## config.mk

```make
export PLATFORM = sky130hd
export DESIGN_NAME = am2940_sequencer
export DESIGN_NICKNAME = d
export VERILOG_FILES = /design/src/rtl/am2940_sequencer.sv
export SDC_FILE = /design/constraint.sdc
export NUM_CORES = 1
export LEC_CHECK = 0
export BUFFER_PORTS_ARGS = -buffer_cell sky130_fd_sc_hd__buf_2
export CORE_MARGIN = 5
export CORE_UTILIZATION = 53
export CTS_CLUSTER_DIAMETER = 40
export DETAILED_ROUTE_END_ITERATION = 8
export MAX_ROUTING_LAYER = met4
export PLACE_DENSITY = 0.75
export SLEW_MARGIN = 20
export SYNTH_ARGS = -nofsm -noshare
export SYNTH_HDL_FRONTEND = slang
export SYNTH_SLANG_ARGS = --single-unit
```

## constraint.sdc

```tcl
create_clock -name clk -period 2.09 [get_ports clk]
set_input_delay 0.418 -clock clk [delete_from_list [all_inputs] [get_ports clk]]
set_output_delay 0.418 -clock clk [all_outputs]
set_load 0.005 [all_outputs]
```

## src/rtl/am2940_sequencer.sv

```systemverilog
// Host-side sequencer that programs an am2940 DMA address generator, verifies
// the loaded word count, runs the transfer and reports success or error.
module am2940_sequencer #(
  parameter int TIMEOUT = 255,
  parameter int CW      = 8
) (
  input  logic       clk,
  input  logic       resetneg,
  input  logic       start,
  input  logic [1:0] mode,
  input  logic [7:0] addr,
  input  logic [7:0] count,
  output logic       busy,
  output logic       xfer_ok,
  output logic       xfer_err,
  output logic [2:0] instr,
  output logic [7:0] am_din,
  input  logic [7:0] am_dout,
  output logic       acineg,
  output logic       wcineg,
  input  logic       done
);

  typedef enum logic [3:0] {
    IDLE, WR_CR, LD_ADDR, LD_WC, RD_WC, CHK, RUN, FIN, ERR
  } state_t;

  localparam logic [2:0] I_WRITE_CR  = 3'b000;
  localparam logic [2:0] I_READ_CR   = 3'b001;
  localparam logic [2:0] I_READ_WC   = 3'b010;
  localparam logic [2:0] I_LOAD_ADDR = 3'b101;
  localparam logic [2:0] I_LOAD_WC   = 3'b110;
  localparam logic [2:0] I_ENABLE    = 3'b111;

  localparam logic [CW-1:0] CNT_MAX = '1;
  // RUN cycle k sees cnt == k, so the last permitted cycle is TIMEOUT-1.
  localparam logic [CW-1:0] TO_LAST = CW'(TIMEOUT - 1);

  state_t          state_q, state_d;
  logic [CW-1:0]   cnt_q, cnt_d;
  logic [1:0]      cap_mode_q, cap_mode_d;
  logic [7:0]      cap_addr_q, cap_addr_d;
  logic [7:0]      cap_count_q, cap_count_d;

  logic [2:0]      instr_d;
  logic [7:0]      din_d;
  logic            carry_n_d;
  logic            busy_d;
  logic            ok_d;
  logic            err_d;

  // Outputs are decoded from the current state and registered, so the pins
  // trail the state by one clock.
  always_comb begin
    state_d     = state_q;
    cnt_d       = cnt_q;
    cap_mode_d  = cap_mode_q;
    cap_addr_d  = cap_addr_q;
    cap_count_d = cap_count_q;
    instr_d     = I_READ_CR;
    din_d       = '0;
    carry_n_d   = 1'b1;
    busy_d      = (state_q != IDLE);
    ok_d        = 1'b0;
    err_d       = 1'b0;

    case (state_q)
      IDLE: begin
        if (start) begin
          cap_mode_d  = mode;
          cap_addr_d  = addr;
          cap_count_d = count;
          state_d     = WR_CR;
        end
      end
      WR_CR: begin
        instr_d = I_WRITE_CR;
        din_d   = {6'b0, cap_mode_q};
        state_d = LD_ADDR;
      end
      LD_ADDR: begin
        instr_d = I_LOAD_ADDR;
        din_d   = cap_addr_q;
        state_d = LD_WC;
      end
      LD_WC: begin
        instr_d = I_LOAD_WC;
        din_d   = cap_count_q;
        state_d = RD_WC;
      end
      RD_WC: begin
        instr_d = I_READ_WC;
        state_d = CHK;
      end
      CHK: begin
        instr_d = I_READ_WC;
        if (am_dout != cap_count_q) begin
          state_d = ERR;
        end else begin
          cnt_d   = '0;
          state_d = RUN;
        end
      end
      RUN: begin
        instr_d   = I_ENABLE;
        carry_n_d = 1'b0;
        cnt_d     = (cnt_q == CNT_MAX) ? cnt_q : cnt_q + 1'b1;
        // Mode 3 never raises done, so the run length comes from the count.
        if (cap_mode_q == 2'd3) begin
          if (cnt_q == CW'(cap_count_q)) state_d = FIN;
        end else if (done) begin
          state_d = FIN;
        end else if (cnt_q >= TO_LAST) begin
          state_d = ERR;
        end
      end
      FIN: begin
        ok_d    = 1'b1;
        state_d = IDLE;
      end
      ERR: begin
        err_d   = 1'b1;
        state_d = IDLE;
      end
      default: state_d = IDLE;
    endcase
  end

  always_ff @(posedge clk or negedge resetneg) begin
    if (!resetneg) begin
      state_q     <= IDLE;
      cnt_q       <= '0;
      cap_mode_q  <= '0;
      cap_addr_q  <= '0;
      cap_count_q <= '0;
      instr       <= I_READ_CR;
      am_din      <= '0;
      acineg      <= 1'b1;
      wcineg      <= 1'b1;
      busy        <= 1'b0;
      xfer_ok     <= 1'b0;
      xfer_err    <= 1'b0;
    end else begin
      state_q     <= state_d;
      cnt_q       <= cnt_d;
      cap_mode_q  <= cap_mode_d;
      cap_addr_q  <= cap_addr_d;
      cap_count_q <= cap_count_d;
      instr       <= instr_d;
      am_din      <= din_d;
      acineg      <= carry_n_d;
      wcineg      <= carry_n_d;
      busy        <= busy_d;
      xfer_ok     <= ok_d;
      xfer_err    <= err_d;
    end
  end

endmodule

```

== Word level (Yosys, flattened, before mapping) ==
Cells that the tools add are included.

* Logic and storage cells: 52
* Flip-flop bits (word level): 45
* Input port bits: 30
* Output and inout bits: 16

* Eq/ne operators: 17
* $lt $le $gt $ge: 1
* Add/sub/neg operators: 1
* Reductions and logical operators: 7
* Muxes and demuxes: 15

{| class="wikitable"
|+ Operators with widths
! kind !! count
|-
| $pmux 4 s7 || 1
|-
| $mux 4 || 6
|-
| $pmux 8 s3 || 1
|-
| $eq 4x3->1 const B || 4
|-
| $mux 8 || 2
|-
| $pmux 8 s2 || 1
|-
| $pmux 3 s5 || 1
|-
| $add 8x1->8 const B || 1
|-
| $eq 4x2->1 const B || 2
|-
| $eq 8x8->1 || 1
|-
| $eq 8x8->1 const B || 1
|-
| $ge 8x8->1 const B || 1
|-
| $ne 8x8->1 || 1
|-
| $ne 2x2->1 const B || 3
|-
| $reduce_and 3->1 || 2
|-
| $eq 4x1->1 const B || 1
|-
| $eq 4x4->1 const B || 1
|-
| $logic_not 4->1 || 1
|-
| $ne 4x4->1 const B || 1
|-
| $reduce_bool 4->1 || 1
|-
| $mux 1 || 3
|-
| $ne 3x3->1 const B || 1
|-
| $eq 2x2->1 const B || 1
|-
| $reduce_and 2->1 || 1
|-
| other kinds (2) || 2
|}

== Depth between registers and ports, before layout ==
Gate-level depths: netlist of the first run.

* Depth in word-level cells: 5
* Gate-level depth with buffers: 7
* Mapped depth without buffers: 6

== Least setup slack after synthesis of the first run ==
OpenSTA, ideal clock, no wires.

* Path type: input to register
* Start: input am_dout[7]
* End: register cnt_q[1]
* Arrival time: 1343 ps
* Required time: 1939 ps
* Setup time: 151 ps
* Path buffers: 1
* Setup slack: 596 ps
* Cell stages on the path: 5
* Cells stage by stage: xor2_1 nor4_1 a21o_1 buf_6 o221ai_1

* Word-level cells in the longest chain between the ends: 3

{| class="wikitable"
|+ RTL lines
! what !! RTL line !! RTL
|-
| start: declaration || 18 || <nowiki>input logic [7:0] am_dout,</nowiki>
|-
| $ne 8x8->1 || 97 || <nowiki>if (am_dout != cap_count_q) begin</nowiki>
|-
| $ne 2x2->1 (no line) || n/a ||
|-
| $reduce_and 3->1 (no line) || n/a ||
|-
| end signal: assignment || 145 || <nowiki>cnt_q <= cnt_d;</nowiki>
|-
| end: declaration || 40 || <nowiki>logic [CW-1:0] cnt_q, cnt_d;</nowiki>
|}

No other way between the ends.
A chain may end at the register's enable or synchronous reset.

== Worst setup path in the final report of the first run ==
* Start: register cnt_q[0]
* End: register cnt_q[6]

* Word-level cells in the longest chain between the ends: 3
* Elaborated cells on any way between the ends: 6
* Classes of those cells: 1 x add/sub; 2 x eq/ne; 2 x mux; 1 x reduce/logical

{| class="wikitable"
|+ RTL lines
! what !! RTL line !! RTL
|-
| $add 8x1->8 or $eq 8x8->1 (tied branches) || 107 || <nowiki>cnt_d = (cnt_q == CNT_MAX) ? cnt_q : cnt_q + 1'b1;</nowiki>
|-
| $mux 8 or $ne 2x2->1 (tied branches) || n/a ||
|-
| $pmux 8 s2 or $reduce_and 3->1 (tied branches) || n/a ||
|}

Several ways; a longest one is shown, not always the timed one. The select of a mux whose other input is x is not followed.

==> results.md, run 1 <==
* GRT Total Usage at 0.185
* Yosys warns at 0
* CTS Buf Count at 5
* Sw power at 1.41 mW
* Clock share of power at 0.173
* Vias at 1613
* Register-to-Register Setup Slack at 0.31 ns
* Final Max Slew Viols at 0
* Vias in the first global route at 1579
* Row count at 23
* Most common cell after layout, fill and taps aside: buf_2
* Clk slew on worst S/H paths at 0.09 ns
* Pre-antenna DRT Iters at 4
* RSZ-0062 raised after global routing: no
* Slew headroom at 0.597
* DRT iter0 DRCs at 150
* Met3 Track Usage GR at 0.0374
* Worst reg2reg path depth at 5
* Int Pwr at 2.37 mW
* Die Y-Extent at 75.0 µm
* Die area at 0.00562 mm²
* Nets@finish at 275
* Multi-input gate area at 1000 µm²
* CTS sink cnt at 45
* H-tree Lvls at 2
* Total negative slack at 0 ns
* Period utilisation layout at 0.852
* Status: completed
* CP max stage cell: dfrtp_1
* Maxcap violations at 0
* Crit path capture type: flop
* Met1 Track Usage GR at 0.249
* Layout cell share with drive strength beyond 1 at 0.361
* Overall power at 3.78 mW
* Post-CTS Hold Buffers at 0
* Sequential share of the synthesized area at 0.504
* Avg WL per Cell at 15.3 µm
* Worst-Margin Slew at 0.604 ns
* Crit path from: cnt_q[0]$_DFFE_PN0P_
* Comb pwr share at 0.386
* Worst path arrival time at 2.00 ns
* WP data required at 2.31 ns
* Placer Congestion at 0.868
* Sw Ratio at 0.373
* Crit path to: cnt_q[6]$_DFFE_PN0P_
* Die Width at 75.0 µm
* Worst-Skew Late Latency at 0.30 ns
* Post-route design area at 0.00261 mm²
* Synth cell types at 44
* I/O pins at 46
* CP max stage delay at 0.48 ns
* Fmax at 0.562 GHz
* Gr busiest metal: met2
* First-pass GRT wire length at 7650 µm
* Starting Density at 0.551
* Maximum number of buffers from clock root to sink at 2
* Final setup fails at 0
* Fillers at 325
* Routed Antenna Nets at 0
* Syn avg cell area at 11.5 µm²
* Core Region at 0.00406 mm²
* Final hold slack at 0.116 ns
* Synth Register Bits at 45
* Crit path cell chain: ha_1 -> nand3_1 -> o21ai_1 -> nand2_2 -> a41oi_2
* Most frequent cells in the layout: buf_2 (45), dfrtp_1 (43), mux2_2 (18)
* Largest net degree at the start of global routing at 29
* Grt ovf at 0
* Cell area after synthesis at 0.00224 mm²
* RR Endpoint: cnt_q[6]$_DFFE_PN0P_
* DP HPWL at 3320 µm
* Syn Nets at 227
* Max Clock Skew at 0.0107 ns
* Post-Synthesis Cells at 195
* Area Overhead vs Synth at 16.8%
* Crit Path Class: reg2reg
* # port buffers at 45
* Min Tclk post-route at 1.78 ns
* Grt met2 use at 0.289
* Final wirelength at 4510 µm
* Drt via density at 5.49
* Number of diodes at 0
* Sequential share of power at 0.441
* Root buffer cell: clkbuf_8
* Final hold vios at 0
* RR Startpoint: cnt_q[0]$_DFFE_PN0P_
* Crit path launch type: flop
* P_leak at 1.24 nW
* Max FO, Critical Path at 7
* Residual DRC count at 0
* CTS-repair resized insts at 0
* Post-CTS Setup Bufs at 0
* Initial antenna violation count at 0
* Sequential cell area at 0.00113 mm²
* Hold WC Path Type: in2async
* Pwr dens at 1450 mW/mm²
* Maximum vdd ir drop at 0.000678 V
* Cell area after placement at 0.00250 mm²
* Non-Filler Instances at 294
* Cells after DPL at 286
* CTS tree: done
==> cell usage after synthesis (all sizes together) <==
library cell   n  area (µm²)
a21boi         1        7.51
mux2i          9        90.1
and2b          1        7.51
xor2          17         149
nor2          17        71.3
o41ai          1        8.76
nand2b         3        18.8
a21o           1        7.51
a22oi          1        7.51
nand2         10        40.0
a32oi          1        8.76
o32a           1        10.0
nand4          3        33.8
dfstp          2        52.6
ha             2        25.0
a31oi          2        12.5
inv            6        25.0
o221ai         1        8.76
a2111o         1        11.3
o21ai          6        30.0
nor3           3        15.0
and4bb         1        12.5
o31ai          1        7.51
xnor2          1        8.76
nand3          6        30.0
buf           11        80.1
a31o           1        8.76
a41oi          4        50.1
mux2          18         203
dfrtp         43        1080
a21oi         11        55.1
clkbuf         1        3.75
nor4b          2        23.8
nor4           5        31.3
or2            1        6.26
==> layout make-up <==
type                            count  share of cell area
Sequential cell                    45               0.432
Multi-Input combinational cell    132               0.383
Timing Repair Buffer               53               0.109
Clock buffer                        6              0.0278
Tap cell                           50              0.0239
Clock inverter                      2              0.0148
Inverter                            6             0.00958
==> power groups by stage <==
| stage | Combinational (mW) | Clock, mW | Sequential, mW |
|---|---|---|---|
| after floorplan | 1.25 | 0 | 1.51 |
| after global placement | 1.43 | 0 | 1.68 |
| after detailed placement | 1.47 | 0 | 1.68 |
| after CTS | 1.48 | 0.667 | 1.67 |
| after global routing | 1.65 | 0.697 | 1.73 |
| final | 1.46 | 0.655 | 1.67 |
==> flip-flops by register name, indices dropped and copies added, names as in the netlist <==
register	cells
cap_count_q	8
xfer_err	1
xfer_ok	1
am_din	8
cap_addr_q	8
instr	3
cnt_q	8
wcineg	1
state_q	4
busy	1
cap_mode_q	2
==> logic make-up (layout without fill, tap and decap cells) <==
group | Yosys count | count (layout) | synth area share
AOI/OAI and AO/OA | 33 | 33 | 0.105
xor gates and xnor gates | 18 | 18 | 0.0705
adders and majority gates | 2 | 2 | 0.0112
buffers and inverters | 18 | 67 | 0.0487
DFF | 45 | 45 | 0.504
muxes | 27 | 27 | 0.131
and+or+nand+nor | 52 | 52 | 0.130
==> worst max-delay path: cells and delay by family, from the launching register on <==
family	cells	cell delay, ns
compound gates	2	0.66
fa+ha+maj	1	0.25
flops	1	0.48
simple gates	2	0.33
==> through the flow <==
step,setup slack [ns],util
after floorplan,0.596,-
after global placement,0.261,0.616
after detailed placement,0.271,0.616
after CTS,0.324,0.644
after global routing,0.126,0.644
final,0.310,0.644
==> worst min path at each step <==
stage,from,endpoint,cells past startpoint
final,resetneg,am_din[0]$_DFF_PN0_,1
after detailed placement,resetneg,xfer_err$_DFF_PN0_,1
after floorplan,resetneg,am_din[0]$_DFF_PN0_,0
after CTS,resetneg,xfer_err$_DFF_PN0_,1
after global placement,resetneg,xfer_err$_DFF_PN0_,1
after global routing,resetneg,xfer_ok$_DFF_PN0_,1
==> per-layer routing <==
layer	share of wire	vias up
met2	0.47	51
met1	0.46	769
met4	0.016	0
met5	0	-
li1	-	784
met3	0.057	9
(Power assumes the default switching activity.)
==> run 2: changes to the inputs <==
clock period = 1.7 ns   (was 2.09 ns; I/O delays follow)
==> run 2 against run 1 <==
Compared with the run above:
- the flow now finishes with violations (negative hold slack)
- clock skew shrank 0.0018 ns
- sequential share of layout area shrank 2.1 points
- setup slack lost 0.17 ns
- cell count grew 5.1%
- hold slack lost 0.13 ns
- clock-buffer cell count shrank 1
- register-to-register slack lost 0.17 ns
- global-route usage grew 1.8 points
- critical path type unchanged
- highest routed layer unchanged
==> results.md, run 2 (same netlist as run 1, synthesis figures left out) <==
* Worst-Margin Slew at 0.352 ns
* Maximum number of buffers from clock root to sink at 2
* Sw Ratio at 0.387
* Critical path buffers and inverters at 2
* Post-layout util at 0.677
* Int Pwr at 2.99 mW
* CP delay by family, top: flip-flops
* Cell area after placement at 0.00264 mm²
* Die area at 0.00562 mm²
* RSZ-0062 raised after global routing: no
* Max Clock Skew at 0.00889 ns
* Most frequent cells in the layout: buf_2 (45), dfrtp_1 (43), buf_4 (21)
* Final Max Slew Viols at 0
* Clock share of power at 0.140
* Hold WC Path Type: in2async
* Overall power at 4.88 mW
* CP max stage delay at 0.39 ns
* Maxcap violations at 0
* Crit path launch type: flop
* Crit path depth at 6
* Starting Density at 0.551
* Fmax at 0.639 GHz
* Sequential share of power at 0.392
* Initial antenna violation count at 0
* Max FO, Critical Path at 9
* DRT iter0 DRCs at 120
* Crit path cell chain: xor2_1 -> nor4_2 -> buf_4 -> a21o_1 -> buf_12 -> o221ai_1
* Min Tclk post-route at 1.56 ns
* Die Width at 75.0 µm
* Worst Slack Setup Final at 0.135 ns
* Cells after DPL at 301
* Post-CTS Hold Buffers at 0
* RR Startpoint: cap_count_q[7]$_DFFE_PN0P_
* Final hold vios at 18
* CTS tree: done
* RR Endpoint: cnt_q[1]$_DFFE_PN0P_
* CTS sink cnt at 45
* Comb pwr share at 0.468
* Pre-CTS setup slack at 0.0383 ns
* Core Region at 0.00406 mm²
* Avg WL per Cell at 16.0 µm
* Placer Congestion at 0.916
* Vias at 1677
* Number of diodes at 0
* Row count at 23
* CTS Buf Count at 5
* GRT Total Usage at 0.204
* H-tree Lvls at 2
* Crit path capture type: flop
* Final hold slack at -0.0146 ns
* Non-Filler Instances at 309
* Layout cell share with drive strength beyond 1 at 0.417
* Sw power at 1.89 mW
* Pwr dens at 1780 mW/mm²
* CP max stage cell: dfrtp_1
* First-pass GRT wire length at 8410 µm
* Nets@finish at 290
* Routed Antenna Nets at 0
* Worst path arrival time at 1.73 ns
* WP data required at 1.87 ns
* Worst-Skew Late Latency at 0.31 ns
* Total negative slack at 0 ns
* Final wirelength at 4940 µm
* Residual DRC count at 0
* Maximum vdd ir drop at 0.00103 V
* Crit Path Class: reg2reg
* Post-CTS Setup Bufs at 0
* Area Overhead vs Synth at 22.7%
* Drt via density at 5.43
* Failing checks: negative hold slack
* # port buffers at 45
* Post-route design area at 0.00275 mm²
* Largest net degree at the start of global routing at 46
* Crit path to: cnt_q[1]$_DFFE_PN0P_
* Grt ovf at 0
* Die Y-Extent at 75.0 µm
* Period utilisation layout at 0.920
* Vias in the first global route at 1756
* P_leak at 1.31 nW
* Status: finished with violations
* Worst reg2reg path depth at 6
* I/O pins at 46
* Most common cell after layout, fill and taps aside: buf_2
* Register-to-Register Setup Slack at 0.14 ns
* Slew headroom at 0.765
* Clk slew on worst S/H paths at 0.09 ns
* Pre-antenna DRT Iters at 4
* Crit path from: cap_count_q[7]$_DFFE_PN0P_
* DP HPWL at 3610 µm
* Root buffer cell: clkbuf_8
* Final setup fails at 0
-- run 2: cell count changes in the layout (fill, tap and decap cells not counted), sizes merged --
cell      before  now
buf           53   68
bufinv         1    0
clkbuf         6    5
clkinvlp       0    1
inv            6    7
-- run 2: area by class of cell --
class	instances	area, µm²
inverter	6	25.0
sequential	45	1130
clock inverter	3	21.3
timing repair buffer	68	423
multi-input combinational	132	1020
clock buffer	5	68.8
tap	50	62.6
fill	318	1310
-- run 2: power by group through the flow --
stage	Clock [mW]	Sequential [mW]	Combinational (mW)
4_1_cts	0.693	1.91	2.26
6_report	0.682	1.91	2.28
2_1_floorplan	0	1.85	1.53
3_3_place_gp	0	1.92	2.17
3_5_place_dp	0	1.93	2.23
5_1_grt	0.736	1.97	2.54
-- run 2: repair_timing --
action                                  4_1_cts  5_1_grt
endpoints found under the setup margin        0        9
resized for setup                             0        4
hold endpoints to repair                      0        0
-- run 2: how the worst min path moves through the flow --
stage               slack, ns  cells past startpoint                   to  startpoint
floorplan                0.04                      0  am_din[0]$_DFF_PN0_    resetneg
global placement         0.33                      2   xfer_err$_DFF_PN0_    resetneg
detailed placement       0.34                      2   xfer_err$_DFF_PN0_    resetneg
CTS                     0.003                      2   xfer_err$_DFF_PN0_    resetneg
global route             0.02                      2  am_din[0]$_DFF_PN0_    resetneg
finish                  -0.01                      2   xfer_err$_DFF_PN0_    resetneg
-- run 2: routing by layer --
metal  track usage  routed length, µm
met4        0.0553                 58
met2         0.331               2520
met3        0.0427                302
met1         0.259               2060
met5             -                  0
